**config.mk**
```make
export PLATFORM = sky130hd
export DESIGN_NAME = mack_bus_controller_flat
export DESIGN_NICKNAME = d
export VERILOG_FILES = /design/src/rtl/mack_bus_controller_if.sv /design/src/rtl/mack_bus_controller.sv /design/src/flat_wrapper.sv
export SDC_FILE = /design/constraint.sdc
export NUM_CORES = 1
export LEC_CHECK = 0
export BUFFER_PORTS_ARGS = -buffer_cell sky130_fd_sc_hd__buf_2
export CAP_MARGIN = 30
export CORE_MARGIN = 2
export CORE_UTILIZATION = 35
export DETAILED_ROUTE_END_ITERATION = 10
export HOLD_SLACK_MARGIN = 0.12
export SETUP_SLACK_MARGIN = 0.05
export SYNTH_ARGS = -nofsm -noshare
export SYNTH_HDL_FRONTEND = slang
export SYNTH_SLANG_ARGS = --single-unit
```
**constraint.sdc**
```tcl
create_clock -name clk -period 1.9 [get_ports clk]
set_clock_uncertainty 0.15 [all_clocks]
set_input_delay 0.19 -clock clk [delete_from_list [all_inputs] [get_ports clk]]
set_output_delay 0.19 -clock clk [all_outputs]
set_load 0.01 [all_outputs]
```
**src/rtl/mack_bus_controller_if.sv**
```systemverilog
// CPU-side bus bundle for the 68000 bus controller: address/strobe inputs,
// chip selects and acknowledge/error outputs.
interface mack_bus_controller_if #(
  parameter int unsigned NUM_CS = 4
) ();
  logic [8:0]        addr;
  logic              as;
  logic              iack;
  logic              dtack_in;
  logic [NUM_CS-1:0] cs;
  logic              dtack;
  logic              berr;
  logic              boot_done;

  modport master (
    output addr, as, iack, dtack_in,
    input  cs, dtack, berr, boot_done
  );

  modport slave (
    input  addr, as, iack, dtack_in,
    output cs, dtack, berr, boot_done
  );
endinterface

```
**src/rtl/mack_bus_controller.sv**
```systemverilog
// 68000 bus controller: chip-select decode with boot ROM overlay, per-region
// DTACK from a wait-state counter or DTACK_IN, and a bus-error watchdog.
module mack_bus_controller #(
  parameter int unsigned         NUM_CS       = 4,
  parameter int unsigned         BOOT_CYCLES  = 8,
  parameter int unsigned         ROM_CS       = 0,
  parameter logic [NUM_CS*9-1:0] CS_BASE      = {9'h000, 9'h07C, 9'h078, 9'h070},
  parameter logic [NUM_CS*9-1:0] CS_MASK      = {9'h000, 9'h1FC, 9'h1FC, 9'h1F8},
  parameter logic [NUM_CS*4-1:0] CS_WAIT      = {4'd1, 4'd2, 4'd0, 4'd1},
  parameter logic [NUM_CS-1:0]   CS_EXTDTACK  = 4'b0010,
  parameter int unsigned         BERR_TIMEOUT = 64
) (
  input logic                  clk,
  input logic                  rst_n,
  mack_bus_controller_if.slave bus
);

  localparam int unsigned SEL_W  = (NUM_CS > 1) ? $clog2(NUM_CS) : 1;
  localparam int unsigned BOOT_W = (BOOT_CYCLES > 0) ? $clog2(BOOT_CYCLES + 1) : 1;
  localparam int unsigned TMR_W  = $clog2(BERR_TIMEOUT) + 1;

  typedef enum logic [1:0] {ST_IDLE, ST_WAIT, ST_ACK, ST_FAULT} state_e;

  state_e              state_q, state_d;
  logic [3:0]          wcnt_q, wcnt_d;
  logic [TMR_W-1:0]    timer_q, timer_d;
  logic [BOOT_W-1:0]   boot_cnt_q, boot_cnt_d;
  logic                boot_done_q, boot_done_d;
  logic                lat_ext_q, lat_ext_d;
  logic                lat_miss_q, lat_miss_d;
  logic                ack;

  logic                hit_any;
  logic [SEL_W-1:0]    hit_sel;
  logic [SEL_W-1:0]    sel;
  logic                miss;
  logic [3:0]          sel_wait;
  logic                sel_ext;
  logic [NUM_CS-1:0]   cs_c;

  // Lowest-index region whose masked base matches the address wins
  always_comb begin
    hit_any = 1'b0;
    hit_sel = '0;
    for (int unsigned i = 0; i < NUM_CS; i++) begin
      if (!hit_any && (((bus.addr ^ CS_BASE[i*9 +: 9]) & CS_MASK[i*9 +: 9]) == 9'h000)) begin
        hit_any = 1'b1;
        hit_sel = SEL_W'(i);
      end
    end
  end

  // Until boot completes every cycle is steered to the ROM region
  assign sel  = boot_done_q ? hit_sel : SEL_W'(ROM_CS);
  assign miss = boot_done_q & ~hit_any;

  always_comb begin
    sel_wait = 4'd0;
    sel_ext  = 1'b0;
    cs_c     = '1;
    for (int unsigned i = 0; i < NUM_CS; i++) begin
      if (sel == SEL_W'(i)) begin
        sel_wait = CS_WAIT[i*4 +: 4];
        sel_ext  = CS_EXTDTACK[i];
        cs_c[i]  = ~(rst_n & ~bus.as & bus.iack & ~miss);
      end
    end
  end

  always_ff @(posedge clk or negedge rst_n) begin
    if (!rst_n) begin
      state_q     <= ST_IDLE;
      wcnt_q      <= '0;
      timer_q     <= '0;
      boot_cnt_q  <= '0;
      boot_done_q <= 1'b0;
      lat_ext_q   <= 1'b0;
      lat_miss_q  <= 1'b0;
    end else begin
      state_q     <= state_d;
      wcnt_q      <= wcnt_d;
      timer_q     <= timer_d;
      boot_cnt_q  <= boot_cnt_d;
      boot_done_q <= boot_done_d;
      lat_ext_q   <= lat_ext_d;
      lat_miss_q  <= lat_miss_d;
    end
  end

  always_comb begin
    state_d     = state_q;
    wcnt_d      = wcnt_q;
    timer_d     = timer_q;
    boot_cnt_d  = boot_cnt_q;
    boot_done_d = boot_done_q;
    lat_ext_d   = lat_ext_q;
    lat_miss_d  = lat_miss_q;
    ack         = 1'b0;
    if (bus.as) begin
      state_d = ST_IDLE;
      wcnt_d  = '0;
      timer_d = '0;
      if (!boot_done_q && (boot_cnt_q == BOOT_W'(BOOT_CYCLES)))
        boot_done_d = 1'b1;
    end else begin
      unique case (state_q)
        ST_IDLE: begin
          state_d    = ST_WAIT;
          lat_ext_d  = ~bus.iack | sel_ext;
          lat_miss_d = bus.iack & miss;
          wcnt_d     = sel_wait;
          timer_d    = '0;
          if (!boot_done_q && (boot_cnt_q != BOOT_W'(BOOT_CYCLES)))
            boot_cnt_d = boot_cnt_q + BOOT_W'(1);
        end
        ST_WAIT: begin
          // IACK and external regions wait for DTACK_IN; misses only time out
          if (lat_ext_q)
            ack = ~bus.dtack_in;
          else if (!lat_miss_q) begin
            ack = (wcnt_q == 4'd0);
            if (wcnt_q != 4'd0)
              wcnt_d = wcnt_q - 4'd1;
          end
          if (ack)
            state_d = ST_ACK;
          else if (timer_q == TMR_W'(BERR_TIMEOUT - 1))
            state_d = ST_FAULT;
          else
            timer_d = timer_q + TMR_W'(1);
        end
        default: ;
      endcase
    end
  end

  // Strobes gate DTACK/BERR so both release the instant AS rises
  assign bus.cs        = cs_c;
  assign bus.dtack     = ~((state_q == ST_ACK) & ~bus.as);
  assign bus.berr      = ~((state_q == ST_FAULT) & ~bus.as);
  assign bus.boot_done = boot_done_q;

endmodule
```
**src/flat_wrapper.sv**
```systemverilog
// flat-port wrapper written by rule: the top's interface ports become plain ports
module mack_bus_controller_flat 
#(
  parameter int unsigned         NUM_CS       = 4,
  parameter int unsigned         BOOT_CYCLES  = 8,
  parameter int unsigned         ROM_CS       = 0,
  parameter logic [NUM_CS*9-1:0] CS_BASE      = {9'h000, 9'h07C, 9'h078, 9'h070},
  parameter logic [NUM_CS*9-1:0] CS_MASK      = {9'h000, 9'h1FC, 9'h1FC, 9'h1F8},
  parameter logic [NUM_CS*4-1:0] CS_WAIT      = {4'd1, 4'd2, 4'd0, 4'd1},
  parameter logic [NUM_CS-1:0]   CS_EXTDTACK  = 4'b0010,
  parameter int unsigned         BERR_TIMEOUT = 64
)
  (clk, rst_n, bus_addr, bus_as, bus_iack, bus_dtack_in, bus_cs, bus_dtack, bus_berr, bus_boot_done);
  mack_bus_controller_if #(.NUM_CS(NUM_CS)) bus_i ();
  input logic clk;
  input logic rst_n;
  input wire logic [$bits(bus_i.addr)-1:0] bus_addr;
  input wire logic [$bits(bus_i.as)-1:0] bus_as;
  input wire logic [$bits(bus_i.iack)-1:0] bus_iack;
  input wire logic [$bits(bus_i.dtack_in)-1:0] bus_dtack_in;
  output wire logic [$bits(bus_i.cs)-1:0] bus_cs;
  output wire logic [$bits(bus_i.dtack)-1:0] bus_dtack;
  output wire logic [$bits(bus_i.berr)-1:0] bus_berr;
  output wire logic [$bits(bus_i.boot_done)-1:0] bus_boot_done;
  assign bus_i.addr = bus_addr;
  assign bus_i.as = bus_as;
  assign bus_i.iack = bus_iack;
  assign bus_i.dtack_in = bus_dtack_in;
  assign bus_cs = bus_i.cs;
  assign bus_dtack = bus_i.dtack;
  assign bus_berr = bus_i.berr;
  assign bus_boot_done = bus_i.boot_done;
  mack_bus_controller #(.NUM_CS(NUM_CS), .BOOT_CYCLES(BOOT_CYCLES), .ROM_CS(ROM_CS), .CS_BASE(CS_BASE), .CS_MASK(CS_MASK), .CS_WAIT(CS_WAIT), .CS_EXTDTACK(CS_EXTDTACK), .BERR_TIMEOUT(BERR_TIMEOUT)) u_core (.clk(clk), .rst_n(rst_n), .bus(bus_i));
endmodule
```
# Yosys cells after proc, flatten, opt, wreduce, memory -nomap -nowiden
# Cells that the tools add are included.
# totals
ff_bits	19
input_bits	14
output_inout_bits	7
wordCells	91
# classes
add_sub_neg	3
n_eq_ne	14
n_mux	33
bitwise	14
n_reduce_logical	21
# ops
op	count
$logic_not 9->1	3
$mux 4	6
$mux 7	3
$mux 1	15
$pmux 7 s2	1
$mux 2	6
$ne 3x3->1 const B	3
$reduce_and 3->1	3
$eq 2x2->1 const B	4
$pmux 4 s2	1
$add 7x1->7 const B	1
$eq 7x6->1 const B	1
$not 1->1	6
$reduce_and 2->1	3
$not 5->5	1
$add 4x1->4 const B	1
$and 1x1->1	4
$eq 2x1->1 const B	2
$eq 4x4->1 const B	1
$logic_and 1x1->1	4
$logic_not 2->1	2
$logic_not 4->1	1
$ne 4x2->1 const B	1
$ne 4x4->1 const B	1
9 further kinds	11

# Longest topological paths before layout
# Gate-level depths: netlist of run 1.
# logic_depth
word_depth	18
depth_mapped	7
ltp_nobuf	7

# Least setup slack after synthesis of run 1
# OpenSTA, ideal clock, no wires.
# synth_timing
path_kind	register -> register
start	register u_core.wcnt_q[0]
end	register u_core.timer_q[5]
setup_time_ns	0.078
t_arrival_ns	1.624
t_required_ns	1.672
setup_slack_ns	0.048
stages_incl_launch_ff	8
n_path_buf	0
synth_period_minus_slack_ns	1.852
path_cell_list	dfrtp_1 inv_1 ha_1 nor4b_1 o21ai_1 nand2_2 or4_1 a21oi_1
# synth_between
elab_chain_len	6
# synth_rtl
element	line_no	source
from (decl)	mack_bus_controller.sv:25	logic [3:0] wcnt_q, wcnt_d;
from (signal assigned)	mack_bus_controller.sv:81	wcnt_q <= wcnt_d;
$logic_not 4->1	mack_bus_controller.sv:121	ack = (wcnt_q == 4'd0);
$mux 1	mack_bus_controller.sv:118	if (lat_ext_q)
$mux 1	mack_bus_controller.sv:106	unique case (state_q)
$mux 1	mack_bus_controller.sv:99	if (bus.as) begin
$ne 3x3->1 (no line)	n/a	
$reduce_and 3->1 (no line)	n/a	
to (signal assigned)	mack_bus_controller.sv:82	timer_q <= timer_d;
to (decl)	mack_bus_controller.sv:26	logic [TMR_W-1:0] timer_q, timer_d;
# Every way passes these cells. The select of a mux whose other input is x is not followed.
# A chain may end at the register's enable or synchronous reset.

# Worst setup path in the final report of run 1
# layout_timing
start	register u_core.timer_q[1]
end	register u_core.timer_q[5]
# layout_between
elab_chain_len	5
word_cells_on_any_way	8
classes_between	add/sub (1); eq/ne (2); mux (4); reduce/logical (1)
# layout_rtl
element	line_no	source
$add 7x1->7	mack_bus_controller.sv:130	timer_d = timer_q + TMR_W'(1);
$mux 7	mack_bus_controller.sv:127	else if (timer_q == TMR_W'(BERR_TIMEOUT - 1))
$mux 7	mack_bus_controller.sv:125	if (ack)
$pmux 7 s2	mack_bus_controller.sv:106	
$mux 7	mack_bus_controller.sv:99	
# Several ways; a longest one is shown, not always the timed one. The select of a mux whose other input is x is not followed.

==> results of run 1 <==
## cell usage after synthesis (2+ instances only)
master / count / area [sq um]
inv_1: 7 / 26.3
xnor2_1: 5 / 43.8
a31oi_1: 2 / 12.5
nand4_1: 2 / 12.5
a21oi_1: 7 / 35.0
nand3_1: 5 / 25.0
or3_1: 4 / 25.0
ha_1: 7 / 87.6
nor2b_1: 3 / 18.8
nand3b_1: 2 / 15.0
nor2_1: 15 / 56.3
o21ai_0: 6 / 30.0
nand2_1: 13 / 48.8
o31ai_1: 2 / 15.0
or2_2: 2 / 12.5
dfrtp_1: 19 / 475
## layout make-up
class | count | area [sq um]
fillers | 294 | 1470
well taps | 44 | 55.1
clock buffers | 3 | 22.5
clock inverters | 1 | 5.00
flip-flops and latches | 19 | 478
inverters | 7 | 26.3
multi-input cells | 97 | 697
repair buffers | 48 | 328
## critical path: stages (launching register included)
cell and delay, ps:
dfrtp_1 400, ha_2 190, and3_4 190, a21oi_4 140, nand2_2 110, or4_4 520, a21oi_2 140
## cell families (layout without fill, tap and decap cells)
family                   after synthesis  after routing  synth area share [%]
AO/OA/AOI/OAI                         26             26                  14.2
XOR/XNOR                               6              6                  4.62
adder cells (fa/ha/maj)                7              7                  7.70
buffers and inverters                 10             59                  4.07
flip-flops                            19             19                  41.8
AND/OR/NAND/NOR                       58             58                  27.6
## sequential cells by signal, summed over array words and instances, names as in the netlist
name	flops
u_core.wcnt_q	4
u_core.boot_cnt_q	4
u_core.state_q	2
u_core.bus.boot_done	1
u_core.lat_ext_q	1
u_core.timer_q	7
## metrics by stage
stage | power (W) | util, % | instances
after floorplan | 0.00110 | - | 126
after global placement | 0.00134 | 44.4 | 199
after global routing | 0.00200 | 52.4 | 219
final | 0.00185 | 52.4 | 219
after CTS | 0.00167 | 47.8 | 210
after detailed placement | 0.00137 | 44.4 | 199
## path summary, 6_finish.rpt
kind	slack, ps	depth (start not counted)	to
worst max-delay path	-10	6	u_core.timer_q[5]
worst min-delay path	100	3	u_core.timer_q[6]
worst max register to register	-10	6	u_core.timer_q[5]
worst min register to register	340	1	u_core.boot_cnt_q[3]
max in group asynchronous	1110	3	u_core.bus.boot_done
min in group asynchronous	250	3	u_core.timer_q[0]
## timing repair
action | 4_1_cts | 5_1_grt
pin swaps | 4 | 8
setup buffers | 4 | 7
setup endpoints to repair | 4 | 14
hold buffers | 3 | 2
resized for setup | 5 | 18
endpoints found under the hold margin | 26 | 3
## layer usage
metal / GRT usage (%) / vias to the layer above / routed length, microns
met5: 0 / - / 0
met4: 4.66 / 0 / 29
met3: 2.13 / 4 / 85
met2: 27.0 / 22 / 1300
met1: 18.2 / 500 / 1210
li1: - / 541 / -
## where the power goes
part	leakage, nW	internal [W]	switching [W]
combinational	0.455	0.000539	0.000451
sequential	0.244	0.000520	0.000123
clock	0.0177	0.0000786	0.000138
==> results.json, run 1 <==
{
  "placed_area_sq_um": 1370,
  "min_path_type": "in -> reg",
  "cts.sinks": 19,
  "setup.worst_path.start": "u_core.timer_q[1]",
  "power_density_nw_per_um2": 1150,
  "grt_pass1_wl_microns": 4170,
  "slew_headroom_pct": 79.5,
  "violations": "setup timing",
  "diodes": 0,
  "vias": 1067,
  "clock_latency_ps": 310,
  "end_kind": "register",
  "pre_cts_ws_ps": 14.6,
  "outcome": "complete, but fails checks",
  "grt_pass1_vias": 1006,
  "drive_gt1_share_pct": 40.6,
  "grt_max_degree": 20,
  "synth_warnings": 0,
  "grt-ovfl-total": 0,
  "rows": 20,
  "yosys_register_bits": 19,
  "setup_tns_ps": -9.78,
  "start_kind": "register",
  "drtAntennaViolNets": 0,
  "ys_seq_area_share_pct": 41.8,
  "drtIter0Drc": 26,
  "cts_made_buffers": 3,
  "leakagePower_nw": 0.717,
  "drt-pass1-iter-count": 4,
  "grt_usage_pct": 14.9,
  "viasPerCell": 4.87,
  "dieArea_sq_um": 3720,
  "async_flop_share_pct": 100,
  "synth_top_flop_cell": "dfrtp_1",
  "worst_pin_slew_ps": 307,
  "fp.dieH_microns": 61.0,
  "netlist_area_sq_um": 1140,
  "wl_per_cell_microns": 12.0,
  "drv_cap": 0,
  "die_w_microns": 61.0,
  "final_common_cell": "buf_4",
  "syn_inst": 126,
  "wirelength_microns": 2630,
  "setup_slack_ps": -9.78,
  "crit_required_ps": 2000,
  "avgSynthCellArea_sq_um": 9.03,
  "ioPinCount": 21,
  "whs_ps": 97.8,
  "core_area_sq_um": 3080,
  "clockBufferDepth": 2,
  "cts-root-buf": "clkbuf_4",
  "gp_congestion": 0.777,
  "finalSetupViolations": 1,
  "cp.arrival_ps": 2010,
  "crit_type": "reg -> reg",
  "synthDistinctLibCells": 41,
  "final_cell_area_sq_um": 1610,
  "hold_path_startpoint": "bus_as",
  "irDropWorstVdd_uv": 499,
  "htree_levels": 1,
  "portBuffers": 18,
  "start_util_pct": 37.0,
  "cp_max_fo": 5,
  "fin_crit_ps": 1910,
  "path_clk_slew_ps": 130,
  "dp_hpwl_microns": 1870,
  "r2r-start": "u_core.timer_q[1]",
  "synth_edf_count": 0,
  "fin_crit_sh_pct": 101,
  "drv_slew": 0,
  "antenna_found_initial": 0,
  "hold_viol_final": 0,
  "drc_errors": 0,
  "nets": 197,
  "fmax_mhz": 524,
  "area_growth_pct": 41.7,
  "synth_fp_nets": 147,
  "layout_common_cells": "buf_4 (25), buf_2 (18), dfrtp_1 (17)",
  "rsz0062_at_grt": "yes",
  "tritoncts": "done"
}
(Power assumes the default switching activity.)
==> run 2, diff against run 1 <==
Settings changed: CORE_MARGIN 2 to 4.
==> results.json, run 2 (synthesized netlist as in run 1, its figures left out) <==
{
  "max_stage_delay_ps": 470,
  "area_growth_pct": 38.7,
  "viasPerCell": 5.01,
  "core_area_sq_um": 3080,
  "ioPinCount": 21,
  "crit_required_ps": 1980,
  "antenna_found_initial": 0,
  "drv_slew": 0,
  "final_common_cell": "buf_4",
  "grt_usage_pct": 13.9,
  "clockBufferDepth": 2,
  "outcome": "finished, final reports clean",
  "crit_family": "simple AND/OR/NAND/NOR gates",
  "min_path_type": "in -> reg",
  "tritoncts": "done",
  "nets": 194,
  "cp.arrival_ps": 1910,
  "fin_crit_sh_pct": 96.1,
  "place_inst": 198,
  "layout_common_cells": "buf_4 (22), buf_2 (18), dfrtp_1 (18)",
  "grt_pass1_vias": 1041,
  "crit_buf_inv": 1,
  "instances_no_fill": 216,
  "htree_levels": 1,
  "drtAntennaViolNets": 0,
  "power_density_nw_per_um2": 1120,
  "largest-register": "u_core.timer_q",
  "leakagePower_nw": 0.704,
  "cts-root-buf": "clkbuf_4",
  "grt-ovfl-total": 0,
  "vias": 1083,
  "hold_viol_final": 0,
  "cts_made_buffers": 3,
  "slew_headroom_pct": 74.3,
  "dieArea_sq_um": 4230,
  "wirelength_microns": 2690,
  "cts.sinks": 19,
  "dp_hpwl_microns": 1910,
  "gp_congestion": 0.792,
  "die_w_microns": 65.0,
  "setup_tns_ps": 0,
  "finalSetupViolations": 0,
  "irDropWorstVdd_uv": 768,
  "crit_type": "reg -> reg",
  "fp.dieH_microns": 65.0,
  "reg_top3": "u_core.timer_q x7, u_core.boot_cnt_q x4, u_core.wcnt_q x4",
  "drc_errors": 0,
  "drv_cap": 0,
  "rows": 20,
  "critPathSlowestCell": "or4b_1",
  "path_clk_slew_ps": 110,
  "portBuffers": 18,
  "grt_max_degree": 20,
  "fillers": 306,
  "grt_pass1_wl_microns": 4590,
  "largest_reg_flops": 7,
  "diodes": 0,
  "crit_chain": "inv_2 -> ha_2 -> nor4b_4 -> nor2_2 -> o21ai_2 -> or4b_1 -> a31oi_1",
  "drt-pass1-iter-count": 4,
  "fmax_mhz": 548,
  "clock_latency_ps": 300,
  "drtIter0Drc": 35,
  "wl_per_cell_microns": 12.4,
  "power_w": 0.00176,
  "drive_gt1_share_pct": 38.4,
  "cp_max_fo": 3,
  "end_kind": "register",
  "rsz0062_at_grt": "yes",
  "start_kind": "register",
  "worst_pin_slew_ps": 385,
  "start_util_pct": 37.0,
  "fin_crit_ps": 1830
}
==> run 2: final timing paths <==
check,endpoint,slack [ps],cells past startpoint,from
worst max-delay path,u_core.timer_q[1],70,7,u_core.wcnt_q[0]
worst min-delay path,u_core.timer_q[6],130,3,bus_as
worst min register to register,u_core.boot_cnt_q[3],340,1,u_core.boot_cnt_q[3]
min in group asynchronous,u_core.wcnt_q[3],260,3,rst_n
worst max register to register,u_core.timer_q[1],70,7,u_core.wcnt_q[0]
max in group asynchronous,u_core.bus.boot_done,1110,3,rst_n
==> run 2: metal layers <==
metal	routed length [microns]	up-vias	GRT usage (%)	share of wire (%)
li1	-	537	-	-
met1	1120	510	16.5	42
met2	1370	32	24.6	51
met3	160	4	4.33	6.0
met4	31	0	2.37	1.2
met5	0	-	0	0
==> run 2: power by group <==
part / internal, W / switching (W)
sequential: 0.000519 / 0.000123
combinational: 0.000490 / 0.000424
clock: 0.0000818 / 0.000125
==> run 2: layout make-up <==
type	count	area [sq um]	share of cell area, %
clock buffer	4	26.3	1.67
inverter	7	26.3	1.67
multi-input combinational	97	687	43.5
sequential	19	477	30.2
tap	44	55.1	3.49
timing repair buffer	45	307	19.4
==> run 2: metrics by stage <==
stage	instance area (sq um)	hold slack (ps)	worst slack, ps	utilization, %
floorplan	1140	-256	55.0	-
global placement	1360	66.0	25.2	44.2
detailed placement	1360	62.2	-12.3	44.2
CTS	1520	125	29.3	49.3
global route	1580	162	-30.3	51.3
finish	1580	129	73.8	51.3
==> run 2: what timing repair did <==
item,CTS,global route
gates resized for setup,11,11
cloned,0,0
pin swaps,6,9
setup buffers,7,3
endpoints found under the hold margin,25,0
hold buffers,4,0
setup endpoints to repair,3,10
==> run 2: tightest hold or removal path, delay by kind of cell <==
kind	cells	cell delay, ps
AND/OR/NAND/NOR	1	70
buffers and inverters	1	180
AO/OA/AOI/OAI	1	100
==> run 3, diff against run 2 <==
Settings changed: ABC_AREA set to 1.
==> results.json, run 3 <==
{
  "postCtsSetupRepairBufs": 0,
  "grt_pass1_vias": 1022,
  "end_kind": "output pin",
  "setup_slack_ps": 189,
  "synth_top_area_share_pct": 38.3,
  "path_clk_slew_ps": 120,
  "vias": 1125,
  "syn_inst": 169,
  "area_growth_pct": 17.1,
  "post-synth-top-count-cell": "nand2_1",
  "start_util_pct": 36.6,
  "yosys_register_bits": 19,
  "whs_ps": 134,
  "drt-pass1-iter-count": 4,
  "synth_fp_nets": 190,
  "grt_max_degree": 20,
  "portBuffers": 18,
  "pre_cts_ws_ps": 264,
  "ctsResizeCount": 0,
  "wl_per_cell_microns": 10.7,
  "synthDistinctLibCells": 28,
  "fp.dieH_microns": 67.6,
  "reg_top3": "u_core.timer_q x7, u_core.boot_cnt_q x4, u_core.wcnt_q x4",
  "leakagePower_nw": 0.732,
  "drc_errors": 0,
  "cts.sinks": 19,
  "worst_pin_slew_ps": 284,
  "tritoncts": "done",
  "setup.worst_path.start": "u_core.bus.boot_done",
  "grt_usage_pct": 12.7,
  "antenna_found_initial": 0,
  "synth_top_area_cell": "dfrtp_1",
  "gp_congestion": 0.806,
  "start_kind": "register",
  "rows": 21,
  "viasPerCell": 4.67,
  "ys_seq_area_share_pct": 38.3,
  "cts-root-buf": "clkbuf_4",
  "async_flop_share_pct": 100,
  "post-route-util_pct": 42.9,
  "htree_levels": 1,
  "slew_headroom_pct": 81.0,
  "setup_tns_ps": 0,
  "largest_reg_flops": 7,
  "dieArea_sq_um": 4560,
  "hold_viol_final": 0,
  "fmax_mhz": 584,
  "r2r-start": "u_core.wcnt_q[0]",
  "clock_latency_ps": 300,
  "largest-register": "u_core.timer_q",
  "drtIter0Drc": 64,
  "layout_common_cells": "nand2_1 (44), nor2_1 (21), inv_1 (20)",
  "synth_edf_count": 0,
  "outcome": "finished, final reports clean",
  "hold_path_startpoint": "bus_as",
  "drtAntennaViolNets": 0,
  "fillers": 338,
  "rsz0062_at_grt": "no",
  "ff2ff_setup_slack_ps": 260,
  "netlist_area_sq_um": 1240,
  "cts_made_buffers": 3,
  "min_path_type": "in -> reg",
  "drv_slew": 0,
  "grt-ovfl-total": 0,
  "crit_required_ps": 1560,
  "grt_pass1_wl_microns": 4510,
  "final_common_cell": "nand2_1",
  "core_area_sq_um": 3390,
  "finalSetupViolations": 0,
  "synth_warnings": 0,
  "wirelength_microns": 2580,
  "synth_top_flop_cell": "dfrtp_1",
  "die_w_microns": 67.6,
  "cp.arrival_ps": 1370,
  "synthTopCellsByArea": "dfrtp_1 (38%), nand2_1 (13%), ha_1 (7.1%)",
  "nets": 217,
  "avgSynthCellArea_sq_um": 7.34,
  "power_density_nw_per_um2": 770,
  "cp_max_fo": 6,
  "yosys-top-cells-count": "nand2_1 (44), nor2_1 (21), inv_1 (20)",
  "drive_gt1_share_pct": 17.9,
  "fin_crit_sh_pct": 90.1,
  "crit_type": "reg -> out",
  "drv_cap": 0,
  "diodes": 0,
  "clockBufferDepth": 2,
  "ioPinCount": 21,
  "fin_crit_ps": 1710,
  "dp_hpwl_microns": 1950,
  "irDropWorstVdd_uv": 244,
  "power_w": 0.00112,
  "hold_buffers": 4
}
-- run 3: report_power, final --
group | switching (W) | internal, W
Sequential | 0.0000439 | 0.000465
Clock | 0.000130 | 0.0000817
Combinational | 0.000255 | 0.000143
Total | 0.000429 | 0.000690
-- run 3: cells by family (layout without fill, tap and decap cells) --
kind of cell	after synthesis	count (layout)	share of synthesized area (%)
DFF	19	19	38.3
and+or+nand+nor	98	98	35.9
AOI/OAI and AO/OA	16	16	7.66
xor gates and xnor gates	4	4	2.82
buffers and inverters	25	51	8.27
adders and majority gates	7	7	7.06
-- run 3: area by class of cell --
cell class                 instances  area (sq um)  area share (%)
multi-input combinational        125           663            45.6
inverter                          23          86.3            5.94
clock buffer                       4          26.3            1.81
sequential                        19           475            32.7
timing repair buffer              24           145            9.98
tap                               46          57.6            3.96
-- run 3: per-layer routing --
metal / vias up / wire, microns / track usage (%)
met5: - / 0 / 0
met4: 0 / 13 / 3.80
met3: 2 / 89 / 2.00
met2: 11 / 1180 / 20.2
met1: 520 / 1300 / 17.7
li1: 592 / - / -
-- run 3: path summary, 6_finish.rpt --
kind	to	depth (start not counted)
worst min-delay path	u_core.wcnt_q[1]	4
max in group asynchronous	u_core.state_q[0]	3
min in group asynchronous	u_core.lat_ext_q	3
worst max-delay path	bus_cs[3]	5
worst max register to register	u_core.timer_q[3]	8
worst min register to register	u_core.boot_cnt_q[3]	1
-- run 3: per-stage QoR --
stage               cells  area, sq um
floorplan             169         1240
global placement      233         1390
detailed placement    233         1390
CTS                   241         1450
global route          241         1450
finish                241         1450
-- run 3: critical path: stages (launching register included) --
cell	delay, ps
dfrtp_1	450
inv_1	90
nor2_1	170
ha_1	170
nand2_1	50
buf_2	140
